--- config.mk ---
export PLATFORM = sky130hd
export DESIGN_NAME = mac_tx_fcs_ctrl_flat
export DESIGN_NICKNAME = d
export VERILOG_FILES = /design/src/rtl/mac_tx_fcs_ctrl_if.sv /design/src/rtl/mac_tx_fcs_ctrl.sv /design/src/flat_wrapper.sv
export SDC_FILE = /design/constraint.sdc
export NUM_CORES = 1
export LEC_CHECK = 0
export BUFFER_PORTS_ARGS = -buffer_cell sky130_fd_sc_hd__buf_2
export CAP_MARGIN = 30
export CORE_ASPECT_RATIO = 0.7
export CORE_MARGIN = 8
export CORE_UTILIZATION = 31
export DETAILED_ROUTE_END_ITERATION = 16
export GPL_TIMING_DRIVEN = 0
export PLACE_DENSITY = 0.75
export SKIP_CTS_REPAIR_TIMING = 1
export SKIP_LAST_GASP = 1
export SYNTH_ARGS = -nofsm -noshare
export SYNTH_HDL_FRONTEND = slang
export SYNTH_SLANG_ARGS = --single-unit
--- constraint.sdc ---
create_clock -name clk -period 1.4 [get_ports clk]
set_clock_uncertainty 0.15 [all_clocks]
set_input_delay 0.21 -clock clk [delete_from_list [all_inputs] [get_ports clk]]
set_output_delay 0.21 -clock clk [all_outputs]
set_load 0.005 [all_outputs]
--- src/rtl/mac_tx_fcs_ctrl_if.sv ---
// Byte-stream, CRC-engine and status signals around mac_tx_fcs_ctrl.
// slave is the sequencer's view; master is the surrounding MAC/PHY/engine view.
interface mac_tx_fcs_ctrl_if;
    logic [7:0]  s_data;
    logic        s_valid;
    logic        s_last;
    logic        s_ready;
    logic [7:0]  m_data;
    logic        m_valid;
    logic        m_last;
    logic        m_ready;
    logic [7:0]  crc_data;
    logic        crc_en;
    logic        crc_clr;
    logic [31:0] crc_value;
    logic        busy;
    logic        frame_done;

    modport slave (
        input  s_data, s_valid, s_last, m_ready, crc_value,
        output s_ready, m_data, m_valid, m_last, crc_data, crc_en, crc_clr, busy, frame_done
    );

    modport master (
        output s_data, s_valid, s_last, m_ready, crc_value,
        input  s_ready, m_data, m_valid, m_last, crc_data, crc_en, crc_clr, busy, frame_done
    );
endinterface

--- src/rtl/mac_tx_fcs_ctrl.sv ---
// TX frame sequencer: passes payload bytes through, drives the byte-wise CRC-32 engine, appends the FCS.
// Zero padding up to MIN_FRAME bytes is compiled in when MAC_TX_PAD_EN is defined.
module mac_tx_fcs_ctrl #(
    parameter int unsigned MIN_FRAME = 60,
    parameter int unsigned CNT_W     = 11
) (
    input  logic             clk,
    input  logic             rst,
    mac_tx_fcs_ctrl_if.slave bus
);
    localparam logic [1:0] ST_IDLE = 2'd0;
    localparam logic [1:0] ST_DATA = 2'd1;
`ifdef MAC_TX_PAD_EN
    localparam logic [1:0] ST_PAD  = 2'd2;
`endif
    localparam logic [1:0] ST_FCS  = 2'd3;
    localparam logic [CNT_W-1:0] CNT_MAX = {CNT_W{1'b1}};

    logic [1:0]       state_q, state_d;
    logic [CNT_W-1:0] cnt_q, cnt_d, cnt_inc;
    logic [1:0]       idx_q, idx_d;
    logic [31:0]      fcs;
    logic [7:0]       m_data, crc_data;
    logic             s_ready, m_valid, m_last, crc_en, crc_clr, busy, frame_done;

    function automatic logic [7:0] bitrev8(input logic [7:0] b);
        logic [7:0] r;
        for (int i = 0; i < 8; i++) r[i] = b[7-i];
        return r;
    endfunction

    function automatic logic [31:0] bitrev32(input logic [31:0] b);
        logic [31:0] r;
        for (int i = 0; i < 32; i++) r[i] = b[31-i];
        return r;
    endfunction

    // Engine runs MSB-first on bit-reversed bytes, so the wire-order FCS is the reflected complement.
    assign fcs     = ~bitrev32(bus.crc_value);
    assign cnt_inc = (cnt_q == CNT_MAX) ? cnt_q : cnt_q + CNT_W'(1);

`ifndef MAC_TX_PAD_EN
    logic unused_min_frame;
    assign unused_min_frame = (MIN_FRAME == 0);
`endif

    always_ff @(posedge clk) begin
        if (rst) begin
            state_q <= ST_IDLE;
            cnt_q   <= '0;
            idx_q   <= '0;
        end else begin
            state_q <= state_d;
            cnt_q   <= cnt_d;
            idx_q   <= idx_d;
        end
    end

    always_comb begin
        state_d    = state_q;
        cnt_d      = cnt_q;
        idx_d      = idx_q;
        s_ready    = 1'b0;
        m_data     = 8'h00;
        m_valid    = 1'b0;
        m_last     = 1'b0;
        crc_data   = 8'h00;
        crc_en     = 1'b0;
        crc_clr    = 1'b0;
        busy       = 1'b1;
        frame_done = 1'b0;
        case (state_q)
            ST_IDLE: begin
                crc_clr = 1'b1;
                busy    = 1'b0;
                if (bus.s_valid) state_d = ST_DATA;
            end
            ST_DATA: begin
                m_data   = bus.s_data;
                m_valid  = bus.s_valid;
                s_ready  = bus.m_ready;
                crc_en   = bus.s_valid & bus.m_ready;
                crc_data = bitrev8(bus.s_data);
                if (bus.s_valid && bus.m_ready) begin
                    cnt_d = cnt_inc;
                    if (bus.s_last) begin
`ifdef MAC_TX_PAD_EN
                        state_d = (cnt_inc < CNT_W'(MIN_FRAME)) ? ST_PAD : ST_FCS;
`else
                        state_d = ST_FCS;
`endif
                    end
                end
            end
`ifdef MAC_TX_PAD_EN
            ST_PAD: begin
                m_valid = 1'b1;
                crc_en  = bus.m_ready;
                if (bus.m_ready) begin
                    cnt_d = cnt_inc;
                    if (cnt_inc == CNT_W'(MIN_FRAME)) state_d = ST_FCS;
                end
            end
`endif
            ST_FCS: begin
                m_valid = 1'b1;
                m_data  = fcs[{idx_q, 3'b000} +: 8];
                m_last  = (idx_q == 2'd3);
                if (bus.m_ready) begin
                    if (idx_q == 2'd3) begin
                        frame_done = 1'b1;
                        crc_clr    = 1'b1;
                        cnt_d      = '0;
                        idx_d      = '0;
                        state_d    = ST_IDLE;
                    end else begin
                        idx_d = idx_q + 2'd1;
                    end
                end
            end
            default: state_d = ST_IDLE;
        endcase
    end

    assign bus.s_ready    = s_ready;
    assign bus.m_data     = m_data;
    assign bus.m_valid    = m_valid;
    assign bus.m_last     = m_last;
    assign bus.crc_data   = crc_data;
    assign bus.crc_en     = crc_en;
    assign bus.crc_clr    = crc_clr;
    assign bus.busy       = busy;
    assign bus.frame_done = frame_done;
endmodule

--- src/flat_wrapper.sv ---
// flat-port wrapper written by rule: the top's interface ports become plain ports
module mac_tx_fcs_ctrl_flat 
#(
    parameter int unsigned MIN_FRAME = 60,
    parameter int unsigned CNT_W     = 11
)
  (clk, rst, bus_s_data, bus_s_valid, bus_s_last, bus_m_ready, bus_crc_value, bus_s_ready, bus_m_data, bus_m_valid, bus_m_last, bus_crc_data, bus_crc_en, bus_crc_clr, bus_busy, bus_frame_done);
  mac_tx_fcs_ctrl_if bus_i ();
  input  logic clk;
  input  logic rst;
  input wire logic [$bits(bus_i.s_data)-1:0] bus_s_data;
  input wire logic [$bits(bus_i.s_valid)-1:0] bus_s_valid;
  input wire logic [$bits(bus_i.s_last)-1:0] bus_s_last;
  input wire logic [$bits(bus_i.m_ready)-1:0] bus_m_ready;
  input wire logic [$bits(bus_i.crc_value)-1:0] bus_crc_value;
  output wire logic [$bits(bus_i.s_ready)-1:0] bus_s_ready;
  output wire logic [$bits(bus_i.m_data)-1:0] bus_m_data;
  output wire logic [$bits(bus_i.m_valid)-1:0] bus_m_valid;
  output wire logic [$bits(bus_i.m_last)-1:0] bus_m_last;
  output wire logic [$bits(bus_i.crc_data)-1:0] bus_crc_data;
  output wire logic [$bits(bus_i.crc_en)-1:0] bus_crc_en;
  output wire logic [$bits(bus_i.crc_clr)-1:0] bus_crc_clr;
  output wire logic [$bits(bus_i.busy)-1:0] bus_busy;
  output wire logic [$bits(bus_i.frame_done)-1:0] bus_frame_done;
  assign bus_i.s_data = bus_s_data;
  assign bus_i.s_valid = bus_s_valid;
  assign bus_i.s_last = bus_s_last;
  assign bus_i.m_ready = bus_m_ready;
  assign bus_i.crc_value = bus_crc_value;
  assign bus_s_ready = bus_i.s_ready;
  assign bus_m_data = bus_i.m_data;
  assign bus_m_valid = bus_i.m_valid;
  assign bus_m_last = bus_i.m_last;
  assign bus_crc_data = bus_i.crc_data;
  assign bus_crc_en = bus_i.crc_en;
  assign bus_crc_clr = bus_i.crc_clr;
  assign bus_busy = bus_i.busy;
  assign bus_frame_done = bus_i.frame_done;
  mac_tx_fcs_ctrl #(.MIN_FRAME(MIN_FRAME), .CNT_W(CNT_W)) u_core (.clk(clk), .rst(rst), .bus(bus_i));
endmodule
# Yosys cells after proc, flatten, opt, wreduce, memory -nomap -nowiden
# Cells that the tools add are included.
# word_totals
register_bits	4
# classes
add_sub_neg	1
eq_ne	8
n_shift	1
mux	18
n_bitwise	2
n_reduce_logical	4
# ops
op	count
$not 32->32	1
$shiftx 32x6->8	1
$pmux 8 s2	1
$mux 2	6
$mux 8	1
$mux 1	7
$ne 2x2->1 const B	3
$pmux 2 s3	1
$reduce_and 5->1	1
$eq 2x2->1 const B	2
$ne 2x1->1 const B	2
$pmux 1 s2	2
$add 2x1->2 const B	1
$eq 2x1->1 const B	1
$logic_not 2->1	1
$reduce_and 2->1	1
$and 1x1->1	1
$logic_and 1x1->1	1

# Depth between registers and ports, before layout
# depth
ltp_word	4
depth_mapped	6
mapped_depth_nobuf	6

# Least setup slack after synthesis
# OpenSTA, ideal clock, no wires.
# synth_path
kind	reg-to-output
start	register u_core.state_q[1]
end	output port bus_m_data[0]
arrival_ns	1.170
required_ns	1.040
slack_ns	-0.130
stages_incl_launch_ff	5
path_buffers	0
cell_sequence	dfxtp_1 -> inv_1 -> ha_1 -> nor2_1 -> o22ai_1
# synth_via
elab_chain_len	2
word_cells_on_any_way	3
classes_between	eq/ne (2); mux (1)
# synth_lines
item	line	rtl
start: declaration	mac_tx_fcs_ctrl.sv:19	logic [1:0] state_q, state_d;
start signal: assignment	mac_tx_fcs_ctrl.sv:53	state_q <= state_d;
$eq 2x2->1 or $eq 2x1->1 (tied branches)	mac_tx_fcs_ctrl.sv:72	case (state_q)
$pmux 8 s2 (*)	mac_tx_fcs_ctrl.sv:72	
end: declaration	flat_wrapper.sv:17	output wire logic [$bits(bus_i.m_data)-1:0] bus_m_data;
# Every way passes the cells marked *; elsewhere a longest branch is shown, timed or not.

# Final worst setup path
# layout_path
start	register u_core.idx_q[0]
end	output port bus_m_data[5]
# layout_via
elab_chain_len	2
# layout_lines
item	line	rtl
start: declaration	mac_tx_fcs_ctrl.sv:21	logic [1:0] idx_q, idx_d;
start signal: assignment	mac_tx_fcs_ctrl.sv:55	idx_q <= idx_d;
$shiftx 32x6->8	mac_tx_fcs_ctrl.sv:107	m_data = fcs[{idx_q, 3'b000} +: 8];
$pmux 8 s2	mac_tx_fcs_ctrl.sv:72	
# No other way between the ends.

==> results by group <==
Timing
  • Maximum clock rate: 0.5304 GHz
  • Max-slew violation count: 0
  • Smallest setup slack after layout: -0.4854 ns
  • RSZ-0062 raised after global routing: yes
  • Finish-stage setup viols: 25
  • Min cycle time layout: 1.885 ns
  • Smallest hold slack: 0.06220 ns
  • Tcrit/Tclk final: 1.347
  • Worst Tran Pin Value: 0.3008 ns
  • Hold Vio Cnt, Final: 0
  • Worst rel slew slack: 0.7987

Setup path
  • Largest driver fanout on the critical path: 5
  • Startpoint type of the worst setup path: flop
  • Worst setup EP type: primary output
  • Critical path start-end classification: reg -> out
  • Slowest cell delay on critical path: 0.51 ns
  • Critical-path top delay cell: sky130_fd_sc_hd__mux4_2
  • Crit path buffers/inverters: 2
  • Top Family by Delay on Critical Path: multiplexers
  • Cells along the critical path: buf_12, mux4_2, o22ai_2, buf_2
  • Data arrival time of the critical path: 1.53 ns
  • Worst endpoint required time: 1.04 ns

Detailed routing
  • Average routed wire per standard cell: 17.81 um
  • Detailed-route DRC error count: 0
  • Detailed-routing iteration count for the pre-antenna-repair pass: 4
  • Via-to-Cell Ratio: 4.933
  • Detailed-route via count: 888
  • Routed WL: 3206 um
  • 1st-iter DRT viols: 91
  • ANT nets after route: 0

Power and ir drop
  • Power share of the combinational group: 0.775
  • Cell area power density: 1206 nW/um2
  • Worst-case vdd ir drop: 669.6 uV
  • Clock share of power: 0.090
  • Sequential fraction of design power: 0.136
  • Power Internal: 866.6 uW
  • Cell leakage power: 0.0007113 uW
  • Sw frac: 0.4624
  • Net switching power of the design: 745.2 uW

Cells and area
  • Most common cell after layout, fill and taps aside: sky130_fd_sc_hd__buf_2
  • Fin nets: 209
  • Footprint of the flip-flops and latches: 91.34 um2
  • Finished Cell Area: 1336 um2
  • Fraction of final layout cells with drive strength greater than 1: 0.7628
  • Number of filler instances in the final layout: 158
  • Ant diodes: 0
  • Area added between synthesis and finish: 104.6%
  • Leading cell types in the layout, fill and taps excluded: sky130_fd_sc_hd__buf_2 (67), sky130_fd_sc_hd__inv_1 (11), sky130_fd_sc_hd__nand2_1 (10)
  • Multi-input gate area in the final layout: 686.9 um2

GRT
  • Pin count of the biggest net entering global routing: 11
  • Initial antenna violation count: 0
  • Global-route wire length before repair: 4022 um
  • Number of global-route vias before repair: 875
  • Congestion Overflow GR: 0
  • Total routing usage reported by global routing: 0.1302

Clock network
  • Number of buffers on the longest clock path: 2
  • Root cell of the clock tree: sky130_fd_sc_hd__clkbuf_4
  • Num Clock Sinks: 4
  • CTS tree: built
  • Cts bufs inserted: 3
  • CTS H-tree depth: 1
  • Clock input transition at the sequential cells of the worst setup and hold paths: 0.04 ns
  • Insertion delay to the later sink of the worst-skew pair: 0.24 ns

Logic synthesis
  • Flip-flop and latch count after synthesis: 4
  • Netlist area before placement: 653.1 um2
  • Average cell area after synthesis: 8.164 um2
  • Cell taking the most area after synthesis: sky130_fd_sc_hd__mux4_2
  • Post-synthesis instance total: 80
  • Warnings, synthesis: 0
  • Area share of the largest cell type after synthesis: 0.2759
  • Sequential element share of the synthesized area: 0.1226
  • Top area cells in the synthesized netlist: sky130_fd_sc_hd__mux4_2 (28%), sky130_fd_sc_hd__dfxtp_1 (12%), sky130_fd_sc_hd__ha_1 (11%)
  • Post-Syn Nets: 131
  • Number of distinct library cells after synthesis: 21

Job
  • Number of max-capacitance violations reported: 0

Floorplan
  • Boundary pin count: 68
  • Number of rows in the core area: 14
  • Vert. Die Dim: 54.41 um
  • X dimension of the die: 70.86 um
  • Effective utilization at floorplan: 0.3160
  • Area enclosed by the die boundary: 3855 um2
  • Area of the core: 2067 um2

Placed design
  • Port bufs: 67
  • Final weighted congestion of routability-driven global placement: 0.7869
  • Post-place instance area: 1081 um2
  • Half-perimeter wire length after placement: 2269 um
  • Placement Setup Slack: -0.3768 ns

Run status
  • Result of the run: finished, violations left
  • Violated checks: setup timing

Worst hold path
  • Worst hold-check path type: in -> reg
==> worst reg2reg max path: stages (launching register included) <==
cell and delay, ns:
sky130_fd_sc_hd__dfxtp_4 0.40, sky130_fd_sc_hd__buf_4 0.14, sky130_fd_sc_hd__inv_4 0.04, sky130_fd_sc_hd__ha_4 0.16
sky130_fd_sc_hd__nand2b_1 0.12, sky130_fd_sc_hd__nand4_4 0.14, sky130_fd_sc_hd__o21ai_1 0.19, sky130_fd_sc_hd__o41ai_2 0.08
==> sequential cells by signal, summed over array words and instances, names as in the netlist <==
register	flops
u_core.idx_q	2
u_core.state_q	2
==> through the flow <==
stage / setup TNS (ns) / std cells / total power [uW] / util
3_5_place_dp: -4.455 / 171 / 1023 / 0.5230
5_1_grt: -9.094 / 180 / 1733 / 0.6465
2_1_floorplan: -0.5560 / 80 / 684.9 / -
3_3_place_gp: -3.391 / 171 / 988.6 / 0.5230
6_report: -7.692 / 180 / 1612 / 0.6465
4_1_cts: -10.36 / 174 / 1177 / 0.5339
==> power groups by stage <==
stage	clock network (uW)	logic, uW	registers, uW
floorplan	0	521	164
global placement	0	819	169
detailed placement	0	848	175
CTS	152	851	173
global route	158	1350	223
finish	145	1250	219
==> cell type report <==
type                            instances  share of cell area
Inverter                               14             0.04120
Buffer                                  3             0.02715
Sequential cell                         4             0.06835
Multi-Input combinational cell         59              0.5140
Clock buffer                            3             0.01685
Tap cell                               24             0.02247
Timing Repair Buffer                   73              0.3099
==> layer usage <==
layer | share of wire | track usage | vias to the layer above
met5 | 0 | 0 | -
met4 | 0.012 | 0.02055 | 0
met3 | 0.065 | 0.06216 | 4
met2 | 0.52 | 0.2328 | 32
met1 | 0.41 | 0.1436 | 411
li1 | - | - | 441
==> cell usage after synthesis <==
cell type / count
sky130_fd_sc_hd__dfxtp_1: 4
sky130_fd_sc_hd__and3_1: 1
sky130_fd_sc_hd__nand3_1: 1
sky130_fd_sc_hd__nand4_2: 1
sky130_fd_sc_hd__a21boi_0: 1
sky130_fd_sc_hd__and2_1: 2
sky130_fd_sc_hd__nand2_1: 11
sky130_fd_sc_hd__inv_1: 14
sky130_fd_sc_hd__ha_1: 6
sky130_fd_sc_hd__o21ai_0: 2
sky130_fd_sc_hd__a21oi_1: 4
sky130_fd_sc_hd__mux4_2: 8
sky130_fd_sc_hd__clkbuf_1: 2
sky130_fd_sc_hd__o41ai_1: 2
sky130_fd_sc_hd__nand2b_1: 4
sky130_fd_sc_hd__buf_6: 1
sky130_fd_sc_hd__o22ai_2: 1
sky130_fd_sc_hd__nor3_1: 1
sky130_fd_sc_hd__o21ai_1: 1
sky130_fd_sc_hd__o22ai_1: 7
sky130_fd_sc_hd__nor2_1: 6
==> kinds of logic (layout without fill, tap and decap cells) <==
kind of cell,Yosys count,count (layout),share of synthesized area
compound gates,18,18,0.1782
flops,4,4,0.1226
buf+inv,17,93,0.1092
simple gates,27,27,0.1992
mux,8,8,0.2759
fa+ha+maj,6,6,0.1149
==> worst paths after layout <==
check / from / to / cells after the start / slack [ns]
max: u_core.idx_q[0] / bus_m_data[5] / 4 / -0.49
min: rst / u_core.idx_q[0] / 2 / 0.06
max reg2reg: u_core.state_q[0] / u_core.state_q[1] / 7 / -0.14
min reg2reg: u_core.idx_q[1] / u_core.idx_q[1] / 3 / 0.54
No activity file was read; power rests on OpenSTA's default activity.
